### src/rtl/uart_arb_pkg.sv
// uart_arb_pkg
// Shared constants for the UART transmit arbiter.
//   - State encoding of the arbiter FSM (2-bit, kept as plain localparams so
//     the encoding is fixed and visible in waveforms).
//   - Byte width handed to the UART core.
package uart_arb_pkg;

  typedef logic [1:0] state_t;

  localparam state_t ST_IDLE       = 2'd0;
  localparam state_t ST_SEND       = 2'd1;
  localparam state_t ST_WAIT_START = 2'd2;
  localparam state_t ST_WAIT_DONE  = 2'd3;

  localparam int BYTE_W = 8;

endpackage

### src/rtl/rr_pick.sv
// rr_pick
// Combinational round-robin selector.
//   req  [NREQ]  : request bits
//   last [IDX_W] : index of the most recent winner
//   any          : at least one request is set
//   idx  [IDX_W] : first set request searching from last+1, wrapping modulo NREQ
module rr_pick #(
  parameter int NREQ  = 2,
  parameter int IDX_W = 1
) (
  input  logic [NREQ-1:0]  req,
  input  logic [IDX_W-1:0] last,
  output logic             any,
  output logic [IDX_W-1:0] idx
);

  // cand[k] is the requester examined at search position k (k=0 is last+1).
  logic [IDX_W-1:0] cand [NREQ];
  logic [NREQ-1:0]  hit;

  genvar gi;
  generate
    for (gi = 0; gi < NREQ; gi++) begin : g_cand
      // last < NREQ and gi+1 <= NREQ, so one conditional subtract is enough
      // to wrap; the extra bit keeps the sum from overflowing.
      logic [IDX_W:0] sum;
      assign sum       = {1'b0, last} + (IDX_W+1)'(gi + 1);
      assign cand[gi]  = (sum >= (IDX_W+1)'(NREQ)) ? IDX_W'(sum - (IDX_W+1)'(NREQ))
                                                    : sum[IDX_W-1:0];
      assign hit[gi]   = req[cand[gi]];
    end
  endgenerate

  assign any = |hit;

  // Scan from the far end so the lowest search position wins.
  always_comb begin
    idx = '0;
    for (int k = NREQ - 1; k >= 0; k--) begin
      if (hit[k]) begin
        idx = cand[k];
      end
    end
  end

endmodule

### src/rtl/uart_tx_arbiter.sv
// uart_tx_arbiter
// Shares one UART transmitter between NREQ word producers. Requesters are
// granted round-robin at word boundaries; the winning N-bit word is latched and
// sent as N/8 bytes, MSB byte first, over the transmit/tx_byte/is_transmitting
// handshake.
//
// Ports
//   iCE_CLK          : system clock
//   rst              : synchronous active-high reset
//   req_valid[NREQ]  : requester i offers req_data[i*N +: N]
//   req_data[NREQ*N] : flattened request words
//   req_ready[NREQ]  : one-cycle pulse when word i is accepted
//   grant[NREQ]      : one-hot owner of the word being sent, 0 when idle
//   is_transmitting  : UART busy flag
//   transmit         : one-cycle start pulse to the UART
//   tx_byte[8]       : byte to the UART, stable until the byte completes
//   busy             : FSM is not idle
//
// Every output is a register or a decode of the state register, so nothing
// combinational reaches the outputs from req_valid or is_transmitting.
module uart_tx_arbiter
  import uart_arb_pkg::*;
#(
  parameter int N         = 32,
  parameter int Ndiv8log2 = 2,
  parameter int NREQ      = 2
) (
  input  logic              iCE_CLK,
  input  logic              rst,
  input  logic [NREQ-1:0]   req_valid,
  input  logic [NREQ*N-1:0] req_data,
  output logic [NREQ-1:0]   req_ready,
  output logic [NREQ-1:0]   grant,
  input  logic              is_transmitting,
  output logic              transmit,
  output logic [7:0]        tx_byte,
  output logic              busy
);

  localparam int IDX_W  = (NREQ > 1) ? $clog2(NREQ) : 1;
  localparam int BCNT_W = (Ndiv8log2 > 0) ? Ndiv8log2 : 1;
  localparam logic [BCNT_W-1:0] BCNT_LAST = BCNT_W'(N / BYTE_W - 1);
  localparam logic [IDX_W-1:0]  LAST_INIT = IDX_W'(NREQ - 1);

  state_t            state_reg,     state_next;
  logic [N-1:0]      shreg_reg,     shreg_next;
  logic [BCNT_W-1:0] bcnt_reg,      bcnt_next;
  logic [IDX_W-1:0]  last_reg,      last_next;
  logic [NREQ-1:0]   grant_reg,     grant_next;
  logic [NREQ-1:0]   req_ready_reg, req_ready_next;
  logic              transmit_reg,  transmit_next;
  logic [7:0]        tx_byte_reg,   tx_byte_next;

  logic              pick_any;
  logic [IDX_W-1:0]  pick_idx;
  logic [NREQ-1:0]   pick_onehot;
  logic [N-1:0]      pick_word;

  rr_pick #(
    .NREQ  (NREQ),
    .IDX_W (IDX_W)
  ) u_pick (
    .req  (req_valid),
    .last (last_reg),
    .any  (pick_any),
    .idx  (pick_idx)
  );

  genvar gi;
  generate
    for (gi = 0; gi < NREQ; gi++) begin : g_onehot
      assign pick_onehot[gi] = (pick_idx == IDX_W'(gi));
    end
  endgenerate

  always_comb begin
    pick_word = '0;
    for (int k = 0; k < NREQ; k++) begin
      if (pick_onehot[k]) begin
        pick_word = req_data[k*N +: N];
      end
    end
  end

  always_comb begin
    state_next     = state_reg;
    shreg_next     = shreg_reg;
    bcnt_next      = bcnt_reg;
    last_next      = last_reg;
    grant_next     = grant_reg;
    req_ready_next = '0;
    transmit_next  = 1'b0;
    tx_byte_next   = tx_byte_reg;

    case (state_reg)
      ST_IDLE: begin
        // Waiting for is_transmitting low also covers a reset that landed
        // while a byte was still on the wire.
        if (pick_any && !is_transmitting) begin
          state_next     = ST_SEND;
          shreg_next     = pick_word;
          bcnt_next      = '0;
          grant_next     = pick_onehot;
          last_next      = pick_idx;
          req_ready_next = pick_onehot;
        end
      end
      ST_SEND: begin
        // transmit and tx_byte are registered here, so the pulse is seen in
        // the cycle after SEND, i.e. the first cycle of WAIT_START.
        transmit_next = 1'b1;
        tx_byte_next  = shreg_reg[N-1 -: BYTE_W];
        state_next    = ST_WAIT_START;
      end
      ST_WAIT_START: begin
        if (is_transmitting) begin
          state_next = ST_WAIT_DONE;
        end
      end
      ST_WAIT_DONE: begin
        if (!is_transmitting) begin
          if (bcnt_reg == BCNT_LAST) begin
            state_next = ST_IDLE;
            grant_next = '0;
          end else begin
            shreg_next = shreg_reg << BYTE_W;
            bcnt_next  = bcnt_reg + 1'b1;
            state_next = ST_SEND;
          end
        end
      end
      default: begin
        state_next = ST_IDLE;
      end
    endcase
  end

  always_ff @(posedge iCE_CLK) begin
    if (rst) begin
      state_reg     <= ST_IDLE;
      shreg_reg     <= '0;
      bcnt_reg      <= '0;
      last_reg      <= LAST_INIT;
      grant_reg     <= '0;
      req_ready_reg <= '0;
      transmit_reg  <= 1'b0;
      tx_byte_reg   <= '0;
    end else begin
      state_reg     <= state_next;
      shreg_reg     <= shreg_next;
      bcnt_reg      <= bcnt_next;
      last_reg      <= last_next;
      grant_reg     <= grant_next;
      req_ready_reg <= req_ready_next;
      transmit_reg  <= transmit_next;
      tx_byte_reg   <= tx_byte_next;
    end
  end

  assign req_ready = req_ready_reg;
  assign grant     = grant_reg;
  assign transmit  = transmit_reg;
  assign tx_byte   = tx_byte_reg;
  assign busy      = (state_reg != ST_IDLE);

endmodule

### config.mk
export PLATFORM = sky130hd
export DESIGN_NAME = uart_tx_arbiter
export DESIGN_NICKNAME = d
export VERILOG_FILES = /design/src/rtl/uart_arb_pkg.sv /design/src/rtl/rr_pick.sv /design/src/rtl/uart_tx_arbiter.sv
export SDC_FILE = /design/constraint.sdc
export NUM_CORES = 1
export LEC_CHECK = 0
export CAP_MARGIN = 10
export CELL_PAD_IN_SITES_DETAIL_PLACEMENT = 1
export CELL_PAD_IN_SITES_GLOBAL_PLACEMENT = 1
export CORE_ASPECT_RATIO = 0.7
export CORE_MARGIN = 10
export CORE_UTILIZATION = 35
export DETAILED_ROUTE_END_ITERATION = 8
export GPL_TIMING_DRIVEN = 0
export PLACE_DENSITY = 0.89
export SYNTH_ARGS = -nofsm -noshare
export SYNTH_HDL_FRONTEND = slang
export SYNTH_SLANG_ARGS = --single-unit
### constraint.sdc
create_clock -name iCE_CLK -period 2.4 [get_ports iCE_CLK]
set_input_delay 0.36 -clock iCE_CLK [delete_from_list [all_inputs] [get_ports iCE_CLK]]
set_output_delay 0.36 -clock iCE_CLK [all_outputs]
set_load 0.02 [all_outputs]
-- Word level (Yosys, flattened, before mapping)
Index checks and enable logic that the tools add are counted.
- bits in registers: 50
- bits in latches: 0
- memory bits (writable): 0
- memory bits (read-only): 0
- input bits: 69
- output and inout bits: 14
- word-level logic and storage cells: 67
- memories kept: 0
- add/sub/neg operators: 5
- $mul: 0
- div/mod/pow operators: 0
- magnitude comparators: 4
- eq/ne operators: 9
- shift operators: 0
- muxes and demuxes: 27
- bitwise logic cells: 3
- reductions and logical operators: 11
- operators with widths (cell ; count):
    $mux 32 ; 4
    $pmux 32 s2 ; 1
    $mux 2 ; 9
    $mux 1 ; 10
    $ne 2x2->1 const B ; 5
    $pmux 2 s2 ; 2
    $pmux 2 s4 ; 1
    $reduce_and 4->1 ; 2
    $eq 2x2->1 const B ; 3
    $ge 2x2->1 const B ; 2
    $lt 1x2->1 const B ; 2
    $reduce_bool 2->1 ; 2
    $not 1->1 ; 3
    $reduce_and 3->1 ; 1
    $reduce_or 3->1 ; 1
    $add 1x1->2 const B ; 1
    $add 1x2->2 const B ; 1
    $add 2x1->2 const B ; 1
    $eq 2x1->1 const B ; 1
    $logic_not 2->1 ; 1
    $reduce_and 2->1 ; 1
    $reduce_or 2->1 ; 1
    $sub 1x1->1 const B ; 2
    $logic_and 1x1->1 ; 1
    $logic_not 1->1 ; 1

-- Longest topological paths before layout
- word-level depth: 10
- mapped depth: 8
- gate-level depth less buffers: 6

-- By module
From an unflattened synthesis, not the netlist that was laid out.
- cell total of the unflattened synthesis: 322
- area total of the unflattened synthesis: 2855.2 µm²
- by module, submodules not included (module ; times used ; cells each ; area each (µm²) ; seq. area each (µm²)):
    uart_tx_arbiter ; 1 ; 320 ; 2841.5 ; 1001.0
    rr_pick ; 1 ; 2 ; 13.8 ; 0.0

-- Worst setup path before layout
No wires, ideal clock.
- path kind: register -> register
- start: reg state_reg[0]
- end: reg shreg_reg[19]
- library setup time: 0.146 ns
- data arrival time: 1.608 ns
- required time: 2.254 ns
- slack: 0.645 ns
- cell stages (with the launch flop): 9
- path buffers: 2
- clock period less this slack: 1.755 ns
- cell sequence: dfxtp_1 inv_1 ha_1 or3b_4 and3_1 buf_2 buf_6 nor2_2 a211oi_2
- longest elaborated chain between the ends: 3
- elaborated cells between the ends (all ways): 8
- classes of those cells: eq/ne (4); mux (1); reduce/logical (3)
- RTL lines (item ; line ; text):
    start: declaration ; uart_tx_arbiter.sv:45 ; state_t state_reg, state_next;
    start signal: assignment ; uart_tx_arbiter.sv:149 ; state_reg <= state_next;
    $eq 2x2->1 / $logic_not 2->1 (equally long branches) ; uart_tx_arbiter.sv:95 ; case (state_reg)
    $ne 2x2->1 (no line) / $reduce_bool 2->1 (equally long branches) ; -- ;
    $reduce_and 4->1 (no line) ; -- ;
    end signal: assignment ; uart_tx_arbiter.sv:150 ; shreg_reg <= shreg_next;
    end: declaration ; uart_tx_arbiter.sv:46 ; logic [N-1:0] shreg_reg, shreg_next;
Parallel ways exist; a longest one is shown, timed or not.
A chain may end at the register's enable or synchronous reset.

-- Final worst setup path
- start: reg state_reg[0]
- end: out busy
- longest elaborated chain between the ends: 1
- RTL lines (item ; line ; text):
    $reduce_bool 2->1 ; uart_tx_arbiter.sv:164 ; assign busy = (state_reg != ST_IDLE);
    end: declaration ; uart_tx_arbiter.sv:37 ; output logic busy
Every way passes these cells.

==> flow_summary.yaml <==
clocking:
  cts_hold_buffers: 0
  cts_buffers: 5
  ctsLongestPathBuffers: 2
  cts_max_level: 2
  cts_tree: "done"
  clkTransAtPathRegs_ps: 100
  clockRootBuffer: "sky130_fd_sc_hd__clkbuf_8"
  clkLatencyLatePin_ps: 320
  post_cts.repair.setup_buffers: 0
  cts_resized: 0
  clock-sinks: 50
final_layout:
  synthesis_to_layout_area_growth_pct: 40.0
  final_cells: 446
  nFillCells: 834
  final_core_utilization_pct: 50.4
  number_of_antenna_cells_inserted: 0
  final_area_um2: 3680
  post_route_cells_drive_above_1_share_pct: 24.7
  final_net_count: 422
  largest_register_ffs: 32
synthesis:
  ys_seq_elements: 50
  netlist.area_leader.share_pct: 38.1
  syn_inst: 259
  ys.warnings.count: 0
  synth_cell_types: 36
  synth_area_leaders: "sky130_fd_sc_hd__dfxtp_1, sky130_fd_sc_hd__a211oi_2, sky130_fd_sc_hd__mux2_2"
  synth_area_in_compound_gates_pct: 22.4
  synth_enable_flop_cells: 0
  synth-simple-area-share_pct: 13.6
  synth.avg_cell_area_um2: 10.1
  synthesis.area_um2: 2630
  top_count_cell_post_synth: "sky130_fd_sc_hd__dfxtp_1"
  seq_area_frac_synth_pct: 38.1
  post_synth_mux_area_share_pct: 16.8
  postSynth.topFlopCell: "sky130_fd_sc_hd__dfxtp_1"
  synth.top_cells.by_count: "sky130_fd_sc_hd__dfxtp_1, sky130_fd_sc_hd__nor2_1, sky130_fd_sc_hd__o22ai_1"
  synthesis.nets: 334
  post-synth-top-area-cell: "sky130_fd_sc_hd__dfxtp_1"
  synth_async_sr_flop_share_pct: 0
  main_combinational_cell_family_by_area_after_synthesis: "compound AO/OA/AOI/OAI gates"
  synth_fa_ha_area_share_pct: 2.86
  synth_xor_area_share_pct: 0
floorplan:
  core_region_area_um2: 7290
  initial_utilization_pct: 36.0
  die-height_um: 92.5
  die_area_um2: 11400
  die_width_um: 124
  top_level_ports: 83
  std_cell_rows: 26
worst_setup_path:
  r2r_end: "shreg_reg[19]"
  crit_required_ps: 2040
  timing.critical_path.fanout_max: 5
  crit_slowest_cell: "sky130_fd_sc_hd__clkdlybuf4s50_1"
  cpPeakStageDelay_ps: 610
  regToRegStartpoint: "state_reg[1]"
  timing.critical_path.buf_inv: 3
  critical_path.endpoint_type: "primary output"
  timing.reg2reg.setup_slack_ps: 290
  critical_path.most_common_cell: "sky130_fd_sc_hd__inv_1"
  critPathArrivalTime_ps: 1810
  cp_cell_sequence: "inv_1, ha_1, inv_1, clkdlybuf4s50_1"
  worst_path_dominant_cell_family: "buffers and inverters"
  timing.reg2reg.worst_path_depth: 7
  critical_path.startpoint_type: "flip-flop"
  criticalPathCategory: "flip-flop to primary output"
power:
  power.internal_mw: 2.10
  clkPwrFrac_pct: 18.7
  part_of_the_total_power_dissipated_in_combinational_logic_pct: 46.0
  ir_worst_vdd_uv: 364
  switching_power_mw: 1.28
  power.share.sequential_pct: 35.3
  p_leak_nw: 1.34
  netSwitchingFraction_pct: 37.9
  finalPower_mw: 3.39
  power_density_nw_per_um2: 921
sta:
  worst_clock_skew_ps: 7.55
  max_slew_margin_pct: 44.2
  setup_violations: 0
  rsz0062_at_grt: "false"
  final_critical_path_setup_slack_ps: 227
  worst_slew_pin_slew_ps: 837
  fin_crit_sh_pct: 90.5
  period_minus_slack_ps: 2170
  top_achievable_clock_speed_mhz: 460
  hold_slack_ps: 488
  final_number_of_max_transition_violations: 0
  final_setup_tns_ps: 0
  final_hold_viol_count: 0
detailed_routing:
  detailedRoute.firstIterationViolations: 111
  via_count: 2288
  route.final.wire_length_um: 8430
  drcViolationCount: 0
  final_ant_viol_nets: 0
  drt-wirelength-per-cell_um: 18.9
  route.detailed.vias_per_inst: 5.13
  drt_pass1_iterations: 4
worst_hold_path:
  hold_path_startpoint: "grant[1]"
  hold_path_end: "grant[1]"
  cells_on_worst_hold_path: 2
  min-delay-path-class: "flip-flop to flip-flop"
placed_design:
  gpl.final_weighted_congestion: 0.779
  post-place-ws_ps: 65.4
  place.detailed.hpwl_um: 6730
  portbufs: 81
  dpl.cell_count: 438
  postPlaceCellArea_um2: 3560
global_route:
  groute.usage.overall_pct: 15.1
  first_pass_grt_wire_length_um: 13800
  grt_antenna_before_repair: 0
  grt_max_degree: 18
  grt_pass1_vias: 2571
  globalRoute.totalOverflow: 0
run_status:
  status: "finished clean"
flow_run:
  maxCapViolations: 0
-- final cells by class --
| class | count | area, µm² | area share (%) |
|---|---|---|---|
| buffer | 23 | 151 | 4.12 |
| sequential | 50 | 1000 | 27.2 |
| multi-input combinational | 183 | 1460 | 39.8 |
| clock buffer | 5 | 68.8 | 1.87 |
| clock inverter | 3 | 48.8 | 1.33 |
| tap | 98 | 123 | 3.34 |
| timing repair buffer | 81 | 811 | 22.1 |
| inverter | 3 | 11.3 | 0.306 |
-- placed cells by master, fill, tap and decap left out, types with 2 or more instances in the layout --
master                            count
sky130_fd_sc_hd__o22ai_1             24
sky130_fd_sc_hd__inv_1                3
sky130_fd_sc_hd__clkbuf_1            10
sky130_fd_sc_hd__nor3_1               2
sky130_fd_sc_hd__mux2_1               2
sky130_fd_sc_hd__a211oi_1             4
sky130_fd_sc_hd__nor2_1              28
sky130_fd_sc_hd__clkbuf_8             5
sky130_fd_sc_hd__nand3_1              2
sky130_fd_sc_hd__nor2_2              20
sky130_fd_sc_hd__mux2i_1             17
sky130_fd_sc_hd__a21oi_1              2
sky130_fd_sc_hd__dfxtp_1             50
sky130_fd_sc_hd__nor2b_1              3
sky130_fd_sc_hd__buf_2                4
sky130_fd_sc_hd__mux2_2              22
sky130_fd_sc_hd__a211oi_2            20
sky130_fd_sc_hd__a2bb2oi_1            8
sky130_fd_sc_hd__ha_1                 6
sky130_fd_sc_hd__nand2b_1             3
sky130_fd_sc_hd__nand2_1              6
sky130_fd_sc_hd__buf_6                8
sky130_fd_sc_hd__clkdlybuf4s50_1     81
-- power groups by stage --
stage               registers, mW  clock network, mW  logic (mW)
floorplan                    1.22                  0        1.07
global placement             1.20                  0        1.49
detailed placement           1.21                  0        1.57
CTS                          1.20              0.644        1.58
global route                 1.22              0.675        1.72
finish                       1.20              0.632        1.56
-- kinds of logic after synthesis --
kind of cell	count (synthesis)
AO/OA/AOI/OAI	66
adder cells (fa/ha/maj)	6
buffers and inverters	26
flip-flops	50
multiplexers	41
AND/OR/NAND/NOR	70
-- layer usage --
| metal | share of wire, % | track usage (%) | vias to the layer above |
|---|---|---|---|
| li1 | - | - | 1116 |
| met1 | 44 | 18.5 | 1095 |
| met2 | 48 | 25.4 | 68 |
| met3 | 6.1 | 4.37 | 9 |
| met4 | 1.3 | 3.77 | 0 |
| met5 | 0 | 0 | - |
-- tightest hold or removal path, cell delays in order, from the launching register on --
cell and delay (ps):
sky130_fd_sc_hd__dfxtp_1 330, sky130_fd_sc_hd__nand2_1 60, sky130_fd_sc_hd__a21oi_1 60
-- worst max path at each step --
stage	cells after the start	end	startpoint
after CTS	4	busy	state_reg[0]
after global placement	6	shreg_reg[19]	req_valid[1]
after detailed placement	6	shreg_reg[19]	req_valid[1]
after global routing	4	busy	state_reg[0]
final	4	busy	state_reg[0]
after floorplan	8	shreg_reg[19]	state_reg[0]
Power figures use the tool's default switching activity.
